[src/rtl/interval_timer.sv]
// Programmable down-counting interval timer: prescaler-driven tick, one-shot or
// periodic reload, registered expire pulse and sticky interrupt.
module interval_timer #(
    parameter int unsigned PRESCALE_LIMIT = 1000,
    parameter int unsigned WIDTH          = 32,
    parameter int unsigned DEFAULT_PERIOD = 0
) (
    input  logic             clk,
    input  logic             rst,
    input  logic             cfg_we,
    input  logic [WIDTH-1:0] cfg_period,
    input  logic             cfg_mode,
    input  logic             start,
    input  logic             stop,
    input  logic             irq_ack,
    output logic             running,
    output logic [WIDTH-1:0] count,
    output logic             expire,
    output logic             irq
);

    localparam int unsigned PW = $clog2(PRESCALE_LIMIT);
    localparam logic [PW-1:0] PRESC_MAX = PW'(PRESCALE_LIMIT - 1);

    typedef enum logic {
        IDLE = 1'b0,
        RUN  = 1'b1
    } state_t;

    state_t           state_q, state_d;
    logic [PW-1:0]    presc_q, presc_d;
    logic [WIDTH-1:0] count_q, count_d;
    logic [WIDTH-1:0] period_q, period_d;
    logic             mode_q, mode_d;
    logic             running_q, running_d;
    logic             expire_q, expire_d;
    logic             irq_q, irq_d;

    logic in_run;
    logic tick;
    logic period_ok;
    logic reload;
    logic advance;
    logic expiry;

    // Event decode; stop outranks start, and both outrank the tick.
    always_comb begin
        in_run    = (state_q == RUN);
        tick      = in_run && (presc_q == PRESC_MAX);
        period_ok = (period_q != '0);
        reload    = start && !stop && period_ok;
        advance   = tick && !stop && !start;
        expiry    = advance && (count_q == WIDTH'(1));
    end

    // State register
    always_ff @(posedge clk or posedge rst) begin
        if (rst) begin
            state_q <= IDLE;
        end else begin
            state_q <= state_d;
        end
    end

    // Next-state logic
    always_comb begin
        state_d = state_q;
        if (stop) begin
            state_d = IDLE;
        end else if (start) begin
            state_d = period_ok ? RUN : IDLE;
        end else if (expiry && !mode_q) begin
            state_d = IDLE;
        end
    end

    // Prescaler, down counter and config register next values
    always_comb begin
        presc_d  = presc_q;
        count_d  = count_q;
        period_d = period_q;
        mode_d   = mode_q;

        if (stop || start) begin
            presc_d = '0;
            if (reload) begin
                count_d = period_q;
            end
        end else if (in_run) begin
            presc_d = tick ? '0 : presc_q + PW'(1);
            if (advance) begin
                if (count_q > WIDTH'(1)) begin
                    count_d = count_q - WIDTH'(1);
                end else if (expiry) begin
                    count_d = mode_q ? period_q : '0;
                end
            end
        end

        // A start in the same cycle as cfg_we already consumed the old values above.
        if (cfg_we) begin
            period_d = cfg_period;
            mode_d   = cfg_mode;
        end
    end

    // Output logic
    always_comb begin
        running_d = (state_d == RUN);
        expire_d  = expiry;
        irq_d     = expiry || (irq_q && !irq_ack);
    end

    // Datapath and output registers
    always_ff @(posedge clk or posedge rst) begin
        if (rst) begin
            presc_q   <= '0;
            count_q   <= '0;
            period_q  <= WIDTH'(DEFAULT_PERIOD);
            mode_q    <= 1'b0;
            running_q <= 1'b0;
            expire_q  <= 1'b0;
            irq_q     <= 1'b0;
        end else begin
            presc_q   <= presc_d;
            count_q   <= count_d;
            period_q  <= period_d;
            mode_q    <= mode_d;
            running_q <= running_d;
            expire_q  <= expire_d;
            irq_q     <= irq_d;
        end
    end

    assign running = running_q;
    assign count   = count_q;
    assign expire  = expire_q;
    assign irq     = irq_q;

endmodule

[config.mk]
export PLATFORM = sky130hd
export DESIGN_NAME = interval_timer
export DESIGN_NICKNAME = d
export VERILOG_FILES = /design/src/rtl/interval_timer.sv
export SDC_FILE = /design/constraint.sdc
export NUM_CORES = 1
export LEC_CHECK = 0
export BUFFER_PORTS_ARGS = -buffer_cell sky130_fd_sc_hd__buf_2
export CAP_MARGIN = 5
export CORE_UTILIZATION = 35
export DETAILED_ROUTE_END_ITERATION = 8
export PLACE_DENSITY = 0.57
export SETUP_SLACK_MARGIN = 0.15
export SYNTH_ARGS = -nofsm -noshare
export SYNTH_HDL_FRONTEND = slang
export SYNTH_SLANG_ARGS = --single-unit
export TNS_END_PERCENT = 1
[constraint.sdc]
create_clock -name clk -period 5.7 [get_ports clk]
set_input_delay 0.57 -clock clk [delete_from_list [all_inputs] [get_ports clk]]
set_output_delay 0.57 -clock clk [all_outputs]
set_load 0.1 [all_outputs]
Word level (Yosys, flattened, before mapping)
Index checks and enable logic that the tools add are counted.
{"block": "totals", "reg_bits": 78, "in_bits": 39, "wordCells": 47, "out_inout_bits": 35}
{"block": "classes", "reduce_logical": 20, "eq_ne": 3, "add_sub_neg": 2, "n_mux": 14, "magnitude_cmp": 1}
{"operator": "$mux 32", "count": 7}
{"operator": "$eq 32x1->1 const B", "count": 1}
{"operator": "$gt 32x1->1 const B", "count": 1}
{"operator": "$reduce_bool 32->1", "count": 1}
{"operator": "$sub 32x1->32 const B", "count": 1}
{"operator": "$mux 10", "count": 3}
{"operator": "$add 10x1->10 const B", "count": 1}
{"operator": "$eq 10x10->1 const B", "count": 1}
{"operator": "$logic_and 1x1->1", "count": 8}
{"operator": "$reduce_bool 3->1", "count": 2}
{"operator": "$logic_not 1->1", "count": 4}
{"operator": "$mux 1", "count": 4}
{"operator": "$reduce_and 4->1", "count": 1}
{"operator": "$reduce_bool 2->1", "count": 2}
{"operator": "$logic_or 1x1->1", "count": 2}
{"operator": "$ne 2x2->1 const B", "count": 1}

Depth between registers and ports, before layout
Gate-level depths: netlist (run 1).
{"block": "logic_depth", "ltp_word": 10, "mapped_depth": 8, "depth_no_buf": 8}

Worst setup path before layout (run 1)
No wires, ideal clock.
{"block": "synth_path", "path_type": "flip-flop to flip-flop", "start": "reg count_q[8] (netlist: count[8])", "end": "reg count_q[1] (netlist: count[1])", "setup_ns": 0.126, "arrival_time_ns": 3.138, "slack_ns": 2.436, "stages_incl_launch_ff": 9, "path_cell_list": "dfrtp_1 > or4_1 > or4_4 > buf_6 > o41ai_4 > buf_6 > nor2_2 > a211oi_2 > a21oi_2"}
{"block": "synth_via", "elab_chain_cells": 5}
{"element": "from (decl)", "line_no": "32", "text": "logic [WIDTH-1:0] count_q, count_d;"}
{"element": "from (signal assigned)", "line_no": "126", "text": "count_q <= count_d;"}
{"element": "$gt 32x1->1", "line_no": "92", "text": "if (count_q > WIDTH'(1)) begin"}
{"element": "$mux 32", "line_no": "92"}
{"element": "$mux 32", "line_no": "91", "text": "if (advance) begin"}
{"element": "$mux 32", "line_no": "89", "text": "end else if (in_run) begin"}
{"element": "$mux 32", "line_no": "84", "text": "if (stop || start) begin"}
Parallel ways exist; a longest one is shown, timed or not. The select of a mux whose other input is x is not followed.
A chain may end at the register's enable or synchronous reset.

Final worst setup path (run 1)
{"block": "layout_path", "start": "reg count_q[16] (netlist: count[16])", "end": "reg count_q[31] (netlist: count[31])"}
{"block": "layout_via", "elab_chain_cells": 5}
{"element": "$sub 32x1->32 / $gt 32x1->1 (equally long branches)", "line_no": "93, 92"}
{"element": "$mux 32", "line_no": "92"}
{"element": "$mux 32", "line_no": "91"}
{"element": "$mux 32", "line_no": "89"}
{"element": "$mux 32", "line_no": "84"}
Parallel ways exist; a longest one is shown, timed or not. The select of a mux whose other input is x is not followed.

==> results of run 1 <==
-- cell usage after synthesis, drive strengths merged, types with 2 or more instances --
master,count
dfrtp,78
o21ai,64
a21oi,34
mux2,33
nor2,31
nor4,19
a22oi,15
nor3,15
inv,13
buf,12
nand2,11
a32oi,7
clkbuf,7
or4,6
a31oi,5
nand2b,5
nand4,5
xor2,5
nand3,4
or2,4
or3,4
ha,3
nor3b,2
-- worst paths after layout --
kind	from	to	slack [ns]
setup reg to reg	count[16]	count[31]	2.29
hold reg to reg	count[15]	count[15]	0.51
setup / recovery	count[16]	count[31]	2.29
max in group asynchronous	rst	count[1]	4.53
hold / removal	irq_ack	irq	0.41
min in group asynchronous	rst	period_q[20]	0.55
-- power by group --
group / internal, mW / switching, mW
combinational: 0.119 / 0.446
clock: 0.418 / 0.217
sequential: 0.620 / 0.0805
total: 1.16 / 0.744
-- sequential cells by signal (all words and copies together) (netlist names) --
signal	cells
count	32
expire	1
irq	1
mode_q	1
period_q	32
presc_q	10
running	1
-- kinds of logic after synthesis --
| family | share of synthesized area (%) |
|---|---|
| DFF | 48.3 |
| buffers and inverters | 5.08 |
| adders and majority gates | 0.929 |
| and+or+nand+nor | 15.4 |
| AOI/OAI and AO/OA | 20.0 |
| xor gates and xnor gates | 1.08 |
| muxes | 9.20 |
-- through the flow --
stage / hold slack (ns) / power (mW) / setup WS [ns] / utilization (%)
after floorplan: 0.460 / 1.16 / 2.44 / -
after global placement: 0.486 / 1.27 / 2.48 / 40.4
after detailed placement: 0.503 / 1.28 / 2.32 / 40.4
after CTS: 0.402 / 1.92 / 2.30 / 43.5
after global routing: 0.405 / 1.99 / 1.96 / 43.5
final: 0.412 / 1.90 / 2.29 / 43.5
-- critical path, stage by stage (launching register included) --
cell	delay, ns
dfrtp_1	0.44
nor4_1	0.67
nand4_1	0.52
o41ai_4	0.73
buf_4	0.42
nor3_2	0.20
a32oi_1	0.23
o21ai_1	0.07
-- cell type report --
| cell class | instances | share of cell area (%) |
|---|---|---|
| clock buffer | 13 | 5.64 |
| clock inverter | 3 | 1.36 |
| inverter | 13 | 1.02 |
| multi-input combinational | 288 | 39.2 |
| sequential | 78 | 40.7 |
| tap | 140 | 3.65 |
| timing repair buffer | 78 | 8.40 |
-- metal layers --
metal,track usage [%],up-vias
met4,5.71,0
met1,24.4,1647
li1,-,1637
met5,0,-
met3,6.58,10
met2,27.4,98
==> flow_summary.yaml, run 1 <==
power:
  leakage_nw: 2.05
  ir_drop_mv: 0.260
  power.density_nw_per_um2: 396
floorplanning:
  die_area_sq_um: 12000
  num_io_pins: 74
  rows: 38
  die_width_microns: 109
  coreArea_sq_um: 11000
  dieHeight_microns: 109
  start_util_pct: 36.6
run:
  maxCapViolCount: 0
global_route:
  grt_pass1_wl_mm: 16.3
  grt_pass1_vias: 3200
  gr-total-overflow: 0
  antenna_found_initial: 0
  grt_max_degree: 79
  grt_use_total_pct: 18.2
sta:
  setup_viol: 0
  clock_skew_ns: 0.00724
  slew_viol_final: 0
  min_period_ns: 3.41
  fmax_mhz: 293
  hold_violations: 0
  worst_slew_pin_slew_ns: 0.984
  fin_setup_tns_ns: 0
  rsz0062_at_grt: "no"
  period_share_pct: 59.9
  relSlewSlack_pct: 34.4
synth:
  synth_cells: 399
  ys_seq_elements: 78
  yosysTopAreaCell: "dfrtp_1"
  synthFlopType: "dfrtp_1"
  synth_edf_count: 0
  synth_cell_types: 49
  syn_area_sq_um: 4040
  yosys_warnings: 0
  ys_seq_area_share_pct: 48.3
  synth.top_cell.area_share_pct: 48.3
  syn_area_per_cell_sq_um: 10.1
  netlist_top_cells_area: "dfrtp_1 (48%), mux2_2 (9.2%), o21ai_1 (6.4%), a21oi_1 (4.1%), nor4_1 (2.9%)"
  async_reset_ff_share_pct: 100
  synth_nets: 441
cells_and_area:
  multi_input_area_sq_um: 1880
  final_cell_mix: "dfrtp_1 (78), buf_2 (73), o21ai_1 (52)"
  final_cells: 613
  drive_gt1_share_pct: 30.0
  area_growth_pct: 18.7
  antenna_cells: 0
  final_common_cell: "dfrtp_1"
  fin_nets: 510
  ff_latch_area_sq_um: 1950
  fillCellCount: 1087
  final_cell_area_sq_um: 4800
routing:
  top_layer_used: "met4"
  wl_met2_mm: 4.65
  wl_met3_microns: 741
  via_per_inst: 5.53
  wl_per_cell_microns: 16.6
  wirelength_mm: 10.2
  vias: 3392
  drtPass1Iterations: 4
  met1_length_mm: 4.66
  drtIter0Drc: 165
  drc: 0
  antenna_left: 0
clock_tree:
  htreeDepth: 3
  cts_buffers: 9
  clockBufferDepth: 2
  clk_latency_ns: 0.34
  clk_pin_slew_ns: 0.06
  cts_resized: 0
  cts_root_buffer: "clkbuf_16"
  hold_buffers: 0
  cts_tree: "yes"
  clock_sinks: 78
  post_cts_buffers: 0
setup_path:
  critPathKind: "flip-flop to flip-flop"
  startpoint_type: "flip-flop"
  reg2reg_depth: 7
  cp-end-kind: "flip-flop"
  worstPathMaxFanout: 29
  cp.arrival_ns: 3.62
  critical_path_required_ns: 5.90
place:
  port_buffers: 73
  postPlaceCellArea_sq_um: 4460
  dp.cells: 597
  gp_congestion: 0.835
  hpwlAfterDp_mm: 7.13
hold_path:
  whs_path_depth: 2
  hold_path.class: "input port to flip-flop"
outcome:
  status: "complete, no violations"
(Power assumes the default switching activity.)
==> run 2: changes to the inputs <==
--- a/config.mk
+++ b/config.mk
@@ -5,11 +5,12 @@
 export SDC_FILE = /design/constraint.sdc
 export NUM_CORES = 1
 export LEC_CHECK = 0
+export ABC_AREA = 1
 export BUFFER_PORTS_ARGS = -buffer_cell sky130_fd_sc_hd__buf_2
 export CAP_MARGIN = 5
 export CORE_UTILIZATION = 35
 export DETAILED_ROUTE_END_ITERATION = 8
-export PLACE_DENSITY = 0.57
+export PLACE_DENSITY = 0.59
 export SETUP_SLACK_MARGIN = 0.15
 export SYNTH_ARGS = -nofsm -noshare
 export SYNTH_HDL_FRONTEND = slang
==> constraint.sdc (replaced) <==
create_clock -name clk -period 2.8 [get_ports clk]
set_input_delay 0.28 -clock clk [delete_from_list [all_inputs] [get_ports clk]]
set_output_delay 0.28 -clock clk [all_outputs]
set_load 0.1 [all_outputs]
==> run 2 against run 1 <==
  * Combinational power grew 130%
  * Sequential share of layout area shrank 5.5 points
  * Clock skew grew 0.0037 ns
  * Synthesized cell count grew 63%
  * Setup slack lost 1.7 ns
  * Design area grew 16%
  * Register-to-register slack lost 1.7 ns
  * Critical path type unchanged
  * Critical endpoint is now count[12]
==> flow_summary.yaml, run 2 <==
sta:
  fmax_mhz: 442
  fin_setup_tns_ns: 0
  worst_slew_pin_slew_ns: 0.721
  setup_viol: 0
  clock_skew_ns: 0.0110
  period_share_pct: 80.7
  rsz0062_at_grt: "no"
  slew_viol_final: 0
  hold_violations: 0
  relSlewSlack_pct: 51.9
  setup_slack_ns: 0.539
  min_period_ns: 2.26
setup_path:
  cp_num_buf_inv: 1
  worstPathMaxFanout: 26
  crit_path_max_incr_delay_ns: 0.39
  critPathKind: "flip-flop to flip-flop"
  critical_path_required_ns: 3.07
  cp.arrival_ns: 2.53
  cpLargestDelayFamily: "simple AND/OR/NAND/NOR gates"
  cp_slowest_cell: "dfrtp_1"
  cp_cell_sequence: "ha_1 > nand2_1 > nor2_1 > nand3_1 > nor2_1 > nand3_2 > nand2_2 > nor2_4 > nor2_8 > buf_12 > nand2_1 > o21ai_2"
  cp-end-kind: "flip-flop"
  startpoint_type: "flip-flop"
routing:
  drtPass1Iterations: 5
  wl_per_cell_microns: 13.9
  via_per_inst: 4.69
  drtIter0Drc: 252
  drc: 0
  vias: 4216
  wirelength_mm: 12.4
  antenna_left: 0
floorplanning:
  die_width_microns: 117
  dieHeight_microns: 117
  num_io_pins: 74
  coreArea_sq_um: 12800
  start_util_pct: 36.4
  die_area_sq_um: 13800
  rows: 41
synth:
  yosysTopAreaCell: "dfrtp_1"
  async_reset_ff_share_pct: 100
  synth_commonest_cells: "nand2_1 (236), nor2_1 (81), dfrtp_1 (78)"
  synth_cells: 649
  synth-simple-area-share_pct: 33.3
  ys_seq_area_share_pct: 41.9
  synth-compound-area-share_pct: 8.53
  syn_area_sq_um: 4660
  synth.area.mux_share_pct: 2.39
  synth_top_family_by_area: "simple AND/OR/NAND/NOR gates"
  yosysMostFrequentCell: "nand2_1"
  synthFlopType: "dfrtp_1"
  syn_area_per_cell_sq_um: 7.18
  synth_edf_count: 0
  synth_nets: 691
  netlist_top_cells_area: "dfrtp_1 (42%), nand2_1 (19%), nor2_1 (6.5%), inv_1 (5.6%), o21ai_0 (4.5%)"
  synth_xor_area_share_pct: 4.88
  synthAdderAreaFrac_pct: 0.805
  ys_seq_elements: 78
  synth_cell_types: 34
  yosys_warnings: 0
  synth.top_cell.area_share_pct: 41.9
clock_tree:
  htreeDepth: 3
  cts_root_buffer: "clkbuf_16"
  cts_tree: "yes"
  clock_sinks: 78
  cts_buffers: 9
  clockBufferDepth: 2
  cts_resized: 0
  clk_latency_ns: 0.35
  post_cts_buffers: 0
  hold_buffers: 0
  clk_pin_slew_ns: 0.07
power:
  leakage_nw: 2.79
  pwr-share-comb_pct: 31.9
  p_int_mw: 2.41
  finalPower_mw: 4.11
  seq_power_share_pct: 34.5
  p_sw_mw: 1.70
  swShare_pct: 41.3
  p_clk_share_pct: 33.6
  power.density_nw_per_um2: 742
  ir_drop_mv: 0.397
outcome:
  status: "complete, no violations"
global_route:
  antenna_found_initial: 0
  gr-total-overflow: 0
  grt_pass1_vias: 3967
  grt_pass1_wl_mm: 20.3
  grt_use_total_pct: 18.8
  grt_max_degree: 79
run:
  maxCapViolCount: 0
cells_and_area:
  final_util_pct: 43.2
  drive_gt1_share_pct: 18.2
  final_cell_mix: "nand2_1 (236), nor2_1 (81), dfrtp_1 (78)"
  final_common_cell: "nand2_1"
  fin_nets: 763
  antenna_cells: 0
  final_cell_area_sq_um: 5540
  area_growth_pct: 18.8
hold_path:
  hold_path.class: "input port to asynchronous set/reset pin"
place:
  place_ws_ns: 0.530
  postPlaceCellArea_sq_um: 5190
  gp_congestion: 0.877
  hpwlAfterDp_mm: 9.32
  port_buffers: 73
[run 2: cell count changes in the layout (fill, tap and decap cells not counted), sizes merged, moves of 7 or more]
cell / previous run / this run
a21oi: 34 / 5
a22oi: 15 / 0
nor4: 19 / 0
xor2: 5 / 24
nand3: 4 / 35
nand2: 11 / 237
nor3: 15 / 2
nor2: 31 / 92
a32oi: 7 / 0
mux2: 33 / 9
o21ai: 64 / 57
inv: 13 / 74
[run 2: cells by family (layout without fill, tap and decap cells)]
| family | Yosys count | after routing |
|---|---|---|
| XOR/XNOR | 26 | 26 |
| multiplexers | 10 | 10 |
| AO/OA/AOI/OAI | 67 | 67 |
| AND/OR/NAND/NOR | 375 | 375 |
| buffers and inverters | 90 | 167 |
| adder cells (fa/ha/maj) | 3 | 3 |
| flip-flops | 78 | 78 |
[run 2: tightest hold or removal path: cells and delay by family]
kind | cells | cell delay (ns)
buf+inv | 3 | 0.49
[run 2: worst paths after layout]
check,endpoint,slack [ns],start,cells past startpoint
max in group asynchronous,count[11],2.41,rst,3
hold reg to reg,presc_q[0],0.51,presc_q[0],1
setup reg to reg,count[12],0.54,presc_q[0],12
hold / removal,presc_q[6],0.02,rst,3
setup / recovery,count[12],0.54,presc_q[0],12
min in group clk,period_q[19],0.13,cfg_period[19],3
[run 2: power by group through the flow]
stage	Clock, mW	Combinational, mW	Sequential, mW
floorplan	0	0.521	1.94
detailed placement	0	1.31	1.43
CTS	1.40	1.32	1.41
finish	1.38	1.31	1.42
global placement	0	1.30	1.43
global route	1.44	1.42	1.44
[run 2: metrics by stage]
step / hold slack (ns) / std cells
3_3_place_gp: 0.413 / 882
3_5_place_dp: 0.413 / 882
5_1_grt: 0.0813 / 898
6_report: 0.0157 / 898
2_1_floorplan: 0.376 / 649
4_1_cts: 0.0446 / 898
[run 2: routing by layer]
| layer | vias up | GRT usage, % | routed length, microns | share of wire [%] |
|---|---|---|---|---|
| met2 | 111 | 27.9 | 5320 | 43 |
| met1 | 1931 | 26.8 | 6230 | 50 |
| met3 | 11 | 3.94 | 729 | 5.9 |
| li1 | 2163 | - | - | - |
| met5 | - | 0 | 0 | 0 |
| met4 | 0 | 6.57 | 157 | 1.3 |
[run 2: layout make-up]
class | count | area [sq um]
fill | 1341 | 7280
multi-input combinational | 481 | 2320
sequential | 78 | 1950
timing repair buffer | 78 | 428
inverter | 73 | 274
clock buffer | 9 | 225
tap | 172 | 215
clock inverter | 7 | 121
